--- src/rtl/lane_slot_scheduler_pkg.sv ---
// Shared definitions for the lane slot scheduler: lane count, COM byte,
// scheduler state encoding and counter width derivation.
package lane_slot_scheduler_pkg;

   localparam int unsigned NUM_LANES = 4;
   localparam int unsigned LANE_W    = 2;
   localparam logic [7:0]  K28_5     = 8'hBC;

   typedef enum logic {
      ST_SYNC   = 1'b0,
      ST_ACTIVE = 1'b1
   } sched_state_e;

   // Width of a counter spanning 0..n-1, never narrower than one bit.
   function automatic int unsigned cnt_width(input int unsigned n);
      return (n <= 2) ? 1 : $clog2(n);
   endfunction

endpackage

--- src/rtl/lane_slot_scheduler_rr_arbiter4.sv ---
// Combinational 4-way round-robin pick: the first requester at or after ptr
// (modulo 4) wins.
module rr_arbiter4
   import lane_slot_scheduler_pkg::*;
(
   input  logic [NUM_LANES-1:0] req,
   input  logic [LANE_W-1:0]    ptr,
   output logic [NUM_LANES-1:0] gnt,
   output logic [LANE_W-1:0]    gnt_idx,
   output logic                 any
);

   always_comb begin
      // NOTE: every output gets a default before the loop so no path leaves it unassigned (no latch).
      gnt     = '0;
      gnt_idx = '0;
      any     = 1'b0;
      // Scan farthest-first so the candidate closest to ptr is written last and wins.
      for (int i = NUM_LANES - 1; i >= 0; i--) begin
         if (req[ptr + LANE_W'(i)]) begin
            gnt     = NUM_LANES'(1) << (ptr + LANE_W'(i));
            gnt_idx = ptr + LANE_W'(i);
            any     = 1'b1;
         end
      end
   end

endmodule

--- src/rtl/lane_slot_scheduler.sv ---
// Shares one byte-wide serializer among four lanes: one byte per slot of
// SLOT_CYCLES clocks, round-robin, with COM/idle bytes during sync and starvation.
module lane_slot_scheduler
   import lane_slot_scheduler_pkg::*;
#(
   parameter int unsigned SLOT_CYCLES = 8,
   parameter int unsigned SYNC_SLOTS  = 4,
   parameter logic [7:0]  IDLE_BYTE   = K28_5
) (
   input  logic                   clk16f,
   input  logic                   reset,
   input  logic [NUM_LANES-1:0]   lane_en,
   input  logic [NUM_LANES-1:0]   lane_valid,
   input  logic [8*NUM_LANES-1:0] lane_data,
   output logic [NUM_LANES-1:0]   lane_ready,
   output logic                   ser_load,
   output logic [7:0]             ser_data,
   output logic [LANE_W-1:0]      ser_lane,
   output logic                   ser_is_idle,
   output logic                   sync_done
);

   localparam int unsigned SLOT_W = cnt_width(SLOT_CYCLES);
   localparam int unsigned SYNC_W = cnt_width(SYNC_SLOTS);
   localparam logic [SLOT_W-1:0] SLOT_LAST = SLOT_W'(SLOT_CYCLES - 1);
   localparam logic [SYNC_W-1:0] SYNC_LAST = SYNC_W'(SYNC_SLOTS - 1);

   sched_state_e          state, state_nxt;
   logic [SLOT_W-1:0]     slot_cnt;
   logic [SYNC_W-1:0]     sync_cnt;
   logic [LANE_W-1:0]     rr_ptr;
   logic                  decision;

   logic [NUM_LANES-1:0]  gnt;
   logic [LANE_W-1:0]     gnt_idx;
   logic                  gnt_any;

   assign decision = (slot_cnt == SLOT_LAST);

   rr_arbiter4 u_arb (
      .req     (lane_valid & lane_en),
      .ptr     (rr_ptr),
      .gnt     (gnt),
      .gnt_idx (gnt_idx),
      .any     (gnt_any)
   );

   // State register.
   always_ff @(posedge clk16f) begin
      // NOTE: sequential state uses non-blocking assignments so every flop samples pre-edge values.
      if (reset) state <= ST_SYNC;
      else       state <= state_nxt;
   end

   // Next-state logic: leave SYNC after the last forced COM slot.
   always_comb begin
      state_nxt = state;
      if (state == ST_SYNC && decision && sync_cnt == SYNC_LAST)
         state_nxt = ST_ACTIVE;
   end

   // Pop strobe: only on an ACTIVE decision cycle, so lanes are never popped during sync.
   always_comb begin
      lane_ready = '0;
      if (state == ST_ACTIVE && decision)
         lane_ready = gnt;
   end

   // Slot counter, sync counter, round-robin pointer and serializer output registers.
   always_ff @(posedge clk16f) begin
      if (reset) begin
         slot_cnt    <= '0;
         sync_cnt    <= '0;
         rr_ptr      <= '0;
         ser_load    <= 1'b0;
         ser_data    <= '0;
         ser_lane    <= '0;
         ser_is_idle <= 1'b0;
         sync_done   <= 1'b0;
      end else begin
         slot_cnt  <= decision ? '0 : slot_cnt + 1'b1;
         ser_load  <= decision;
         sync_done <= (state_nxt == ST_ACTIVE);
         if (decision) begin
            if (state == ST_ACTIVE && gnt_any) begin
               ser_data    <= lane_data[8*gnt_idx +: 8];
               ser_lane    <= gnt_idx;
               ser_is_idle <= 1'b0;
               rr_ptr      <= gnt_idx + 1'b1;
            end else begin
               ser_data    <= IDLE_BYTE;
               ser_lane    <= '0;
               ser_is_idle <= 1'b1;
            end
            if (state == ST_SYNC)
               sync_cnt <= sync_cnt + 1'b1;
         end
      end
   end

endmodule

--- config.mk ---
export PLATFORM = sky130hd
export DESIGN_NAME = lane_slot_scheduler
export DESIGN_NICKNAME = d
export VERILOG_FILES = /design/src/rtl/lane_slot_scheduler_pkg.sv /design/src/rtl/lane_slot_scheduler_rr_arbiter4.sv /design/src/rtl/lane_slot_scheduler.sv
export SDC_FILE = /design/constraint.sdc
export NUM_CORES = 1
export LEC_CHECK = 0
export BUFFER_PORTS_ARGS = -buffer_cell sky130_fd_sc_hd__buf_2
export CELL_PAD_IN_SITES_DETAIL_PLACEMENT = 0
export CELL_PAD_IN_SITES_GLOBAL_PLACEMENT = 2
export CORE_ASPECT_RATIO = 1.1
export CORE_MARGIN = 4
export CORE_UTILIZATION = 29
export CTS_CLUSTER_DIAMETER = 120
export DETAILED_ROUTE_END_ITERATION = 8
export GPL_TIMING_DRIVEN = 0
export MAX_ROUTING_LAYER = met4
export PLACE_DENSITY_LB_ADDON = 0.15
export SYNTH_ARGS = -nofsm -noshare
export SYNTH_HDL_FRONTEND = slang
export SYNTH_SLANG_ARGS = --single-unit
export TNS_END_PERCENT = 100
--- constraint.sdc ---
create_clock -name clk16f -period 3.5 [get_ports clk16f]
set_clock_uncertainty 0.15 [all_clocks]
set_input_delay 0.35 -clock clk16f [delete_from_list [all_inputs] [get_ports clk16f]]
set_output_delay 0.35 -clock clk16f [all_outputs]
set_load 0.05 [all_outputs]
=== After elaboration in Yosys (flattened, before gate mapping) ===
Index checks and enable logic that the tools add are counted.
W data, S select, Z words.

* Output and inout port bits: 17
* Bits of input ports: 42
* Register bits after elaboration: 20
* Logic and storage cells: 58

* Equal/unequal tests: 2
* Bitwise logic cells: 2
* Shift operators: 5
* Add/sub/neg operators: 6
* Multiplexer cells: 24
* Reductions and logical operators: 7
* $lt $le $gt $ge: 4

{| class="wikitable"
|+ Operators by type and width
! cell !! number
|-
| $shiftx A32 B6 Y8 || 1
|-
| $mux W4 || 5
|-
| $shl A1 B2 Y4 const A || 4
|-
| $lt A2 B3 Y1 const B || 4
|-
| $mux W2 || 5
|-
| $mux W1 || 9
|-
| $bmux W1 S2 || 4
|-
| $mux W8 || 1
|-
| $add A2 B1 Y2 const B || 3
|-
| $add A2 B2 Y2 const B || 2
|-
| $and A4 B4 Y4 || 1
|-
| $logic_and A1 B1 Y1 || 4
|-
| $reduce_and A2 Y1 || 2
|-
| $add A3 B1 Y3 const B || 1
|-
| $eq A3 B3 Y1 const B || 1
|-
| $eq A2 B2 Y1 const B || 1
|-
| $reduce_or A2 Y1 || 1
|-
| $not A1 Y1 || 1
|}

=== Logic depth before layout (Yosys ltp) ===
Gate-level depths: netlist of run 1.

* Word-level depth: 9
* Gate-level depth with buffers: 10
* Mapped depth without buffers: 8

=== By module ===
From an unflattened synthesis of run 1, not the netlist that was laid out.

* Cells, all modules: 159
* Area, all modules: 1530.2 um^2

{| class="wikitable"
|+ Modules (own cells, without submodules)
! module !! area an instance (um^2) !! sequential area each (um^2) !! cells each !! instances
|-
| lane_slot_scheduler || 1021.0 || 400.4 || 98 || 1
|-
| rr_arbiter4 || 509.2 || 0.0 || 61 || 1
|}

=== Worst setup path after synthesis of run 1 ===
Ideal clock, no wire load.

* Path type: register -> output
* Start point: register rr_ptr[0]
* End point: output lane_ready[0]
* Setup slack: 356 ps
* Required time: 3000 ps
* Data arrival time: 2644 ps
* Buffers on the path: 2
* Cell stages (with the launch flop): 10
* Path through: dfxtp_1 > inv_2 > buf_2 > ha_1 > inv_1 > mux4_2 > nand2b_1 > clkbuf_1 > o221ai_1 > nor2_1

* Word-level cells in the longest chain between the ends: 8
* Elaborated cells on any way between the ends: 20
* Classes of those cells: 3 x add/sub; 4 x shift; 13 x mux

{| class="wikitable"
|+ Ends and longest elaborated chain
! what !! RTL line !! RTL
|-
| start, declared || lane_slot_scheduler.sv:31 || <nowiki>logic [LANE_W-1:0] rr_ptr;</nowiki>
|-
| start signal, assigned || lane_slot_scheduler.sv:89 || <nowiki>rr_ptr <= gnt_idx + 1'b1;</nowiki>
|-
| $add A2 B2 Y2 || lane_slot_scheduler_rr_arbiter4.sv:20, lane_slot_scheduler_rr_arbiter4.sv:21 ||
|-
| $bmux W1 S2 || lane_slot_scheduler_rr_arbiter4.sv:20 || <nowiki>if (req[ptr + LANE_W'(i)]) begin</nowiki>
|-
| $mux W1 (implied by the code) || lane_slot_scheduler_rr_arbiter4.sv:20 ||
|-
| $mux W4 (3 in series) || lane_slot_scheduler_rr_arbiter4.sv:20 ||
|-
| $mux W4 * || lane_slot_scheduler_rr_arbiter4.sv:20 ||
|-
| $mux W4 * || lane_slot_scheduler.sv:65 || <nowiki>if (state == ST_ACTIVE && decision)</nowiki>
|-
| end, declared || lane_slot_scheduler.sv:15 || <nowiki>output logic [NUM_LANES-1:0] lane_ready,</nowiki>
|}

Mark *: on every way between the ends. The rest lies on a longest branch, timed or not. The select of a mux whose other input is x is not followed.

=== Worst setup path after layout of run 1 ===
* Start point: register rr_ptr[0]
* End point: output lane_ready[3]

The elaborated chain is that of the path after synthesis.

==> summary.txt, run 1 <==
Clock tree
  – CTS Buf Count: 3
  – H-tree depth: 1
  – Root buffer cell: clkbuf_8
  – Clk pin slew, worst setup/hold paths: 80 ps
  – Hold buffers post-CTS: 0
  – Clock sink count: 20
  – Clk_lat worst skew: 260 ps
  – Maximum clock path buffer count: 2
  – CTS tree: built

Timing
  – Total negative slack: 0 ps
  – Worst Tran Pin Value: 705 ps
  – Fin. max-slew vios: 0
  – Final worst slack: 248 ps
  – Final worst-path cycle share: 0.929
  – Final Hold Viols: 0
  – Relative slew slack: 0.525
  – RSZ-0062 raised after global routing: false
  – Count of final setup violators: 0
  – Fmax achieved: 308 MHz
  – Crit path time final: 3250 ps

Synth
  – Synth Net Count: 273
  – Sequential element share of the synthesized area: 0.223
  – Most common cell in the netlist: nor2_1
  – Synth cell types: 42
  – Avg Inst Size Synth: 8.17 um2
  – Synth area leader: dfxtp_1
  – Top post-synthesis cells by area: dfxtp_1 22%, ha_1 7.7%, nor2_1 7.1%
  – Post-synth ARST share: 0
  – YS warnings: 0
  – Post-Synthesis Cells: 220
  – Synth top area share: 0.223
  – Top cells by count, synth: 34 x nor2_1, 20 x dfxtp_1, 19 x nand2_1
  – EDFF count, synth: 0
  – Top_reg_cell synth: dfxtp_1
  – #FFs+latches synth: 20
  – Synth Cell Area: 1800 um2

GRT
  – First-pass GRT wire length: 9.87 mm
  – Initial antenna violation count: 0
  – GRT Total Usage: 0.159
  – Largest net degree at the start of global routing: 14
  – Vias in the first global route: 2021
  – Gr ovfl total: 0

Worst setup path
  – Worst EP required: 3000 ps
  – Top fanout value on the critical path: 13
  – Worst R2R End: ser_data[7]$_SDFFE_PP0P_
  – Reg-to-reg startpoint: rr_ptr[0]$_SDFFE_PP0P_
  – Worst Reg-to-Reg Cells: 9
  – Kind of critical path: flip-flop to output pin
  – Reg2reg setup slack: 620 ps
  – Critical path arrival: 2750 ps
  – Startpoint Class: flip-flop
  – Crit-path slowest cell: dfxtp_2
  – Crit path cell chain: inv_2 -> clkbuf_4 -> ha_1 -> inv_1 -> mux4_2 -> nand2b_2 -> o221ai_1 -> nor2_1 -> buf_2
  – Critical path's largest stage delay: 440 ps
  – Worst Setup End Kind: output pin

Drt
  – Routed len/inst: 16.3 um
  – Via count: 1938
  – Final antenna-violating net count: 0
  – DRT iter0 DRCs: 84
  – Avg Vias per Cell: 5.43
  – DRC: 0
  – Initial DRT Pass Iterations: 4
  – Final wirelength: 5.83 mm

Floorplanning
  – Die span in y: 90.6 um
  – # IOs: 59
  – Rows: 29
  – Core footprint: 5880 um2
  – DIE AREA: 7530 um2
  – Initial core utilization: 0.306
  – Die width: 83.1 um

Run
  – Total of max-cap violations: 0

Finish
  – # diodes: 0
  – Finished Layout Cells: 357
  – Area Growth Syn to Fin: 25.3%
  – Final net count: 334
  – Share of layout cells above drive strength 1: 0.282

Placement
  – Placed Cells: 354
  – Worst slack at placement: 245 ps
  – GPL Wtd Cong: 0.786
  – IO Port Bufs: 57
  – Dpl hpwl: 4.64 mm

Pwr
  – VDD IR-drop max: 256 uV
  – Static Leak: 0.935 nW
  – Cell area power density: 269 nW/um2

Hold path
  – Hold Crit Start: lane_data[9]
  – Worst hold path class: input port to flip-flop
  – Worst hold stages: 3
  – Hold endpoint: ser_data[1]$_SDFFE_PP0P_

Status
  – Status: complete, no violations
## state kept, by name, indices dropped and copies added, names as in the netlist
name	cells
ser_load	1
ser_is_idle	1
ser_data	8
sync_cnt	2
rr_ptr	2
sync_done	1
ser_lane	2
slot_cnt	3
## routing by layer
layer  vias up  GRT usage  part of all wire
met3         4     0.0146             0.035
met4         0     0.0422            0.0060
met5         -          -                 0
met1       911      0.213              0.49
met2        45      0.258              0.47
li1        978          -                 -
## how the worst max path moves through the flow
stage | from | to | slack [ps] | depth (start not counted)
2_1_floorplan | rr_ptr[0]$_SDFFE_PP0P_ | lane_ready[0] | 360 | 9
3_3_place_gp | rr_ptr[0]$_SDFFE_PP0P_ | lane_ready[3] | 200 | 10
3_5_place_dp | rr_ptr[0]$_SDFFE_PP0P_ | lane_ready[3] | 250 | 10
4_1_cts | rr_ptr[0]$_SDFFE_PP0P_ | lane_ready[3] | 5 | 9
5_1_grt | rr_ptr[0]$_SDFFE_PP0P_ | lane_ready[2] | 60 | 9
6_report | rr_ptr[0]$_SDFFE_PP0P_ | lane_ready[3] | 250 | 9
## what timing repair did
action | in CTS | in global routing
buffers inserted | 0 | 0
endpoints found under the setup margin | 4 | 4
gates resized for setup | 0 | 3
## through the flow
step	power, W	cell area (um2)	util	hold slack, ps
final	0.000605	2250	0.383	274
after global placement	0.000382	2180	0.371	273
after floorplan	0.000324	1800	-	254
after detailed placement	0.000381	2180	0.371	269
after CTS	0.000612	2250	0.382	272
after global routing	0.000640	2250	0.383	292
## worst max-delay path: cells and delay by family (launching register included)
kind | cells | cell delay (ps)
AOI/OAI and AO/OA | 1 | 220
adders and majority gates | 1 | 360
buffers and inverters | 4 | 720
DFF | 1 | 440
muxes | 1 | 390
and+or+nand+nor | 2 | 370
## cell type report
type / instances / area [um2]
clock inverters: 1 / 30.0
multi-input cells: 187 / 1350
fillers: 642 / 3620
plain buffers: 9 / 40.0
flip-flops and latches: 20 / 402
repair buffers: 57 / 285
inverters: 3 / 11.3
well taps: 77 / 96.3
clock buffers: 3 / 41.3
## cells in the final DEF, fill, tap and decap left out, types with 6 or more instances in the layout
cell,Yosys,routed
buf_2,3,59
nor2_1,34,34
nand2_1,19,19
dfxtp_1,20,19
o221ai_1,13,13
ha_1,11,11
o22ai_1,10,10
nand2b_1,11,10
a21oi_1,9,9
o2111a_1,8,8
and2_1,7,7
o2111ai_1,6,6
o211ai_1,6,6
## cell families after synthesis
| family | Yosys count | synth area share |
|---|---|---|
| DFF | 20 | 0.223 |
| adders and majority gates | 11 | 0.0765 |
| xor gates and xnor gates | 3 | 0.0188 |
| muxes | 10 | 0.0856 |
| buffers and inverters | 13 | 0.0292 |
| and+or+nand+nor | 89 | 0.232 |
| AOI/OAI and AO/OA | 74 | 0.335 |
## power breakdown
part	switching (W)	leakage [nW]	internal [W]
Combinational	0.0000860	0.737	0.0000560
Sequential	0.00000198	0.162	0.000232
Clock	0.0000766	0.0357	0.000153
No activity file was read; power rests on OpenSTA's default activity.
==> run 2, diff against run 1 <==
==> constraint.sdc (replaced) <==
create_clock -name clk16f -period 3.4 [get_ports clk16f]
set_clock_uncertainty 0.15 [all_clocks]
set_input_delay 0.34 -clock clk16f [delete_from_list [all_inputs] [get_ports clk16f]]
set_output_delay 0.34 -clock clk16f [all_outputs]
set_load 0.05 [all_outputs]
==> run 2 against run 1 <==
Via count up 0.46%. Sequential power rose by 3%. Clock-buffer cell count unchanged. Combinational power rose by 4%. Utilization is 0.085 points higher. Clock power grew 3%. Wire length is 0.55% higher. Global-route usage unchanged. Sequential share of layout area is essentially flat. Flip-flop and latch count did not move. Hold slack worse by 10 ps. Critical endpoint unchanged.
==> summary.txt, run 2 (synthesized netlist as in run 1, its figures left out) <==
Status
  – Status: complete, no violations

Placement
  – Post-DP Area: 2180 um2
  – Placed Cells: 354
  – GPL Wtd Cong: 0.786
  – Dpl hpwl: 4.64 mm
  – IO Port Bufs: 57
  – Worst slack at placement: 155 ps

GRT
  – Largest net degree at the start of global routing: 14
  – First-pass GRT wire length: 9.87 mm
  – Gr ovfl total: 0
  – Initial antenna violation count: 0
  – GRT Total Usage: 0.159
  – Vias in the first global route: 2021

Clock tree
  – Cts repair resizes: 1
  – Hold buffers post-CTS: 0
  – CTS Buf Count: 3
  – Clk pin slew, worst setup/hold paths: 80 ps
  – Clock sink count: 20
  – Maximum clock path buffer count: 2
  – H-tree depth: 1
  – CTS tree: built
  – Post-CTS setup buffers: 0
  – Root buffer cell: clkbuf_8
  – Clk_lat worst skew: 260 ps

Floorplanning
  – Core footprint: 5880 um2
  – Initial core utilization: 0.306
  – # IOs: 59
  – Die width: 83.1 um
  – Die span in y: 90.6 um
  – Rows: 29
  – DIE AREA: 7530 um2

Hold path
  – Hold Crit Start: lane_data[9]
  – Hold endpoint: ser_data[1]$_SDFFE_PP0P_
  – Worst hold path class: input port to flip-flop
  – Worst hold stages: 3

Finish
  – Largest registers: ser_data x8, slot_cnt x3
  – Number of flip-flops in the largest register: 8
  – Area Growth Syn to Fin: 25.6%
  – Share of layout cells above drive strength 1: 0.282
  – Most common cell after layout, fill and taps aside: buf_2
  – Most frequent cells in the layout: 59 x buf_2, 34 x nor2_1, 19 x nand2_1, 19 x dfxtp_1, 13 x o221ai_1
  – Final Cell Area: 2260 um2
  – Final core occ: 0.384
  – Finished Layout Cells: 357
  – Final net count: 334
  – Fill count: 641
  – Top reg by flops: ser_data
  – # diodes: 0

Drt
  – Avg Vias per Cell: 5.45
  – DRC: 0
  – Routed len/inst: 16.4 um
  – DRT iter0 DRCs: 88
  – Final wirelength: 5.86 mm
  – Initial DRT Pass Iterations: 4
  – Final antenna-violating net count: 0
  – Via count: 1947

Worst setup path
  – Worst R2R End: ser_data[7]$_SDFFE_PP0P_
  – Reg2reg setup slack: 520 ps
  – Startpoint Class: flip-flop
  – Kind of critical path: flip-flop to output pin
  – Worst Reg-to-Reg Cells: 9
  – Top fanout value on the critical path: 13
  – Crit path cell chain: inv_2 -> clkbuf_4 -> ha_1 -> inv_1 -> mux4_2 -> nand2b_4 -> o221ai_1 -> nor2_1 -> buf_2
  – Crit-path slowest cell: dfxtp_2
  – Critical path's largest stage delay: 430 ps
  – Worst Setup End Kind: output pin
  – Critical path arrival: 2660 ps
  – Reg-to-reg startpoint: rr_ptr[0]$_SDFFE_PP0P_
  – Worst EP required: 2910 ps

Timing
  – Count of final setup violators: 0
  – Worst Tran Pin Value: 702 ps
  – Final Hold Viols: 0
  – Fin. max-slew vios: 0
  – RSZ-0062 raised after global routing: false
  – Relative slew slack: 0.527
  – Total negative slack: 0 ps
  – Fmax achieved: 318 MHz
  – Final worst slack: 251 ps
  – Crit path time final: 3150 ps
  – Final worst-path cycle share: 0.926

Pwr
  – Static Leak: 0.943 nW
  – VDD IR-drop max: 264 uV
  – Cell area power density: 277 nW/um2

Run
  – Total of max-cap violations: 0
run 2: cell counts in the layout (fill, tap and decap cells not counted):
Identical to the previous run, type by type.
run 2: worst max-delay path by stage:
stage	from	to	slack [ps]	depth (start not counted)
detailed placement	rr_ptr[0]$_SDFFE_PP0P_	lane_ready[3]	160	10
CTS	rr_ptr[0]$_SDFFE_PP0P_	lane_ready[3]	40	9
floorplan	rr_ptr[0]$_SDFFE_PP0P_	lane_ready[0]	270	9
global route	rr_ptr[0]$_SDFFE_PP0P_	lane_ready[2]	70	9
finish	rr_ptr[0]$_SDFFE_PP0P_	lane_ready[3]	250	9
global placement	rr_ptr[0]$_SDFFE_PP0P_	lane_ready[3]	110	10
run 2: stage by stage:
stage                     hold slack (ps)  power (W)
final                                 264   0.000624
after global routing                  282   0.000660
after CTS                             262   0.000630
after detailed placement              269   0.000392
after global placement                273   0.000393
after floorplan                       254   0.000334
run 2: area by class of cell:
cell class,count,area [um2],share of cell area
Clock inverter,1,30.0,0.0133
Sequential cell,20,402,0.178
Buffer,9,40.0,0.0177
Timing Repair Buffer,57,285,0.126
Clock buffer,3,41.3,0.0183
Multi-Input combinational cell,187,1350,0.599
Tap cell,77,96.3,0.0427
Inverter,3,11.3,0.00499
run 2: layer usage:
layer,GRT usage,vias to the layer above,part of all wire
met3,0.0146,4,0.034
met1,0.213,918,0.49
met2,0.258,49,0.47
met5,-,-,0
met4,0.0422,0,0.0060
li1,-,976,-
run 2: worst max-delay path: cells and delay by family, from the launching register on:
kind	cells	cell delay (ps)
AOI/OAI and AO/OA	1	200
buffers and inverters	4	720
and+or+nand+nor	2	290
adders and majority gates	1	360
DFF	1	430
muxes	1	390
run 2: report_power, final:
part | total (W) | internal, W | switching, W
combinational | 0.000147 | 0.0000581 | 0.0000893
sequential | 0.000241 | 0.000239 | 0.00000204
clock | 0.000236 | 0.000157 | 0.0000788
total | 0.000624 | 0.000454 | 0.000170
==> run 3, diff against run 2 <==
--- a/config.mk
+++ b/config.mk
@@ -9,7 +9,7 @@
 export CELL_PAD_IN_SITES_DETAIL_PLACEMENT = 0
 export CELL_PAD_IN_SITES_GLOBAL_PLACEMENT = 2
 export CORE_ASPECT_RATIO = 1.1
-export CORE_MARGIN = 4
+export CORE_MARGIN = 10
 export CORE_UTILIZATION = 29
 export CTS_CLUSTER_DIAMETER = 120
 export DETAILED_ROUTE_END_ITERATION = 8
==> run 3 against run 2 <==
Maximum frequency increased by 0.21%. Hold slack got worse by 44 ps. Worst setup slack improved by 6.4 ps. Clock power increased by 6%. Non-clock buffer count unchanged. Via count increased by 1.3%. Cell area increased by 0.22%. Largest power group is now the clock network. Highest routed layer unchanged.
==> summary.txt, run 3 (synthesized netlist as in run 1, its figures left out) <==
GRT
  – Vias in the first global route: 2013
  – Met1 Use GR: 0.172
  – M2 GR Usage: 0.212
  – Largest net degree at the start of global routing: 14
  – GRT Total Usage: 0.133
  – First-pass GRT wire length: 10.2 mm
  – Gr busiest metal: met2
  – Gr ovfl total: 0
  – Initial antenna violation count: 0
  – Met3 Use GR: 0.0204

Worst setup path
  – Worst Setup End Kind: output pin
  – Kind of critical path: flip-flop to output pin
  – Top fanout value on the critical path: 13
  – Startpoint Class: flip-flop
  – Critical path arrival: 2650 ps
  – Worst EP required: 2910 ps

Timing
  – Crit path time final: 3140 ps
  – Count of final setup violators: 0
  – RSZ-0062 raised after global routing: false
  – Fmax achieved: 318 MHz
  – Fin. max-slew vios: 0
  – Worst Tran Pin Value: 694 ps
  – Total negative slack: 0 ps
  – Final worst-path cycle share: 0.924
  – Relative slew slack: 0.532
  – Final Hold Viols: 0

Clock tree
  – Root buffer cell: clkbuf_8
  – Maximum clock path buffer count: 2
  – CTS tree: built
  – Post-CTS setup buffers: 0
  – Clk pin slew, worst setup/hold paths: 90 ps
  – Clock sink count: 20
  – Hold buffers post-CTS: 0
  – Clk_lat worst skew: 260 ps
  – H-tree depth: 1
  – CTS Buf Count: 3

Pwr
  – VDD IR-drop max: 130 uV
  – Clock share of power: 0.391
  – Sequential Power Share: 0.378
  – Cell area power density: 282 nW/um2
  – Static Leak: 0.943 nW
  – Internal power: 0.000454 W
  – Comb power frac: 0.231
  – Sw power: 0.000183 W
  – Net Sw Frac: 0.287

Finish
  – Share of layout cells above drive strength 1: 0.286
  – Number of flip-flops in the largest register: 8
  – Finished Layout Cells: 360
  – Fill count: 689
  – Most common cell after layout, fill and taps aside: buf_2
  – Final core occ: 0.372
  – Area Growth Syn to Fin: 25.9%
  – Top reg by flops: ser_data
  – Most frequent cells in the layout: 59 x buf_2, 34 x nor2_1, 19 x nand2_1, 18 x dfxtp_1, 13 x o221ai_1
  – Final net count: 334
  – # diodes: 0
  – Largest registers: ser_data x8, slot_cnt x3

Placement
  – Dpl hpwl: 4.95 mm
  – IO Port Bufs: 57
  – Placed Cells: 357
  – GPL Wtd Cong: 0.871

Drt
  – Initial DRT Pass Iterations: 4
  – DRC: 0
  – DRT iter0 DRCs: 64
  – Via count: 1972
  – Routed len/inst: 17.4 um
  – Avg Vias per Cell: 5.48
  – Final antenna-violating net count: 0
  – Final wirelength: 6.28 mm

Floorplanning
  – Initial core utilization: 0.296
  – Die span in y: 103 um
  – # IOs: 59
  – Core footprint: 6080 um2
  – DIE AREA: 9750 um2
  – Die width: 95.1 um
  – Rows: 30

Hold path
  – Worst hold path class: input port to flip-flop

Status
  – Status: complete, no violations

Run
  – Total of max-cap violations: 0
==> run 3: metal layers <==
metal	share of wire	wire length, um
met4	0.0067	42
met3	0.055	344
met1	0.46	2910
met5	0	0
met2	0.47	2980
==> run 3: path summary, 6_finish.rpt <==
path | startpoint | slack (ps) | to | depth (start not counted)
max | rr_ptr[0]$_SDFFE_PP0P_ | 260 | lane_ready[1] | 9
min | lane_data[21] | 220 | ser_data[5]$_SDFFE_PP0P_ | 3
max reg2reg | rr_ptr[0]$_SDFFE_PP0P_ | 520 | ser_data[7]$_SDFFE_PP0P_ | 9
min reg2reg | slot_cnt[0]$_SDFF_PP0_ | 280 | slot_cnt[0]$_SDFF_PP0_ | 1
==> run 3: timing repair <==
item	in CTS	in global routing
endpoints found under the setup margin	4	4
gates resized for setup	3	2
hold endpoints to repair	0	0
cloned	0	0
==> run 3: power groups by stage <==
stage          Sequential (W)  Clock (W)  Combinational [W]
2_1_floorplan        0.000253          0          0.0000806
3_3_place_gp         0.000247          0           0.000147
3_5_place_dp         0.000247          0           0.000146
4_1_cts              0.000241   0.000255           0.000147
5_1_grt              0.000242   0.000264           0.000165
6_report             0.000241   0.000250           0.000147
==> run 3: critical path, stage by stage (launching register included) <==
cell	delay [ps]
dfxtp_2	450
inv_2	130
buf_4	220
ha_1	350
inv_1	150
mux4_2	390
nand2b_4	220
o221ai_1	190
nor2_1	70
buf_2	210
==> run 3: layout make-up <==
| cell class | instances | area [um2] | share of cell area |
|---|---|---|---|
| Tap cell | 80 | 100 | 0.0442 |
| Inverter | 3 | 11.3 | 0.00498 |
| Sequential cell | 20 | 403 | 0.178 |
| Multi-Input combinational cell | 187 | 1350 | 0.598 |
| Clock buffer | 3 | 41.3 | 0.0182 |
| Clock inverter | 1 | 30.0 | 0.0133 |
| Buffer | 9 | 40.0 | 0.0177 |
| Timing Repair Buffer | 57 | 285 | 0.126 |
==> run 3: through the flow <==
step	setup WS, ps	cell area, um2	hold slack, ps	total power [W]
CTS	19.1	2260	218	0.000643
global route	101	2260	232	0.000671
detailed placement	28.2	2180	270	0.000393
floorplan	266	1800	254	0.000334
finish	257	2260	219	0.000637
global placement	5.82	2180	269	0.000393
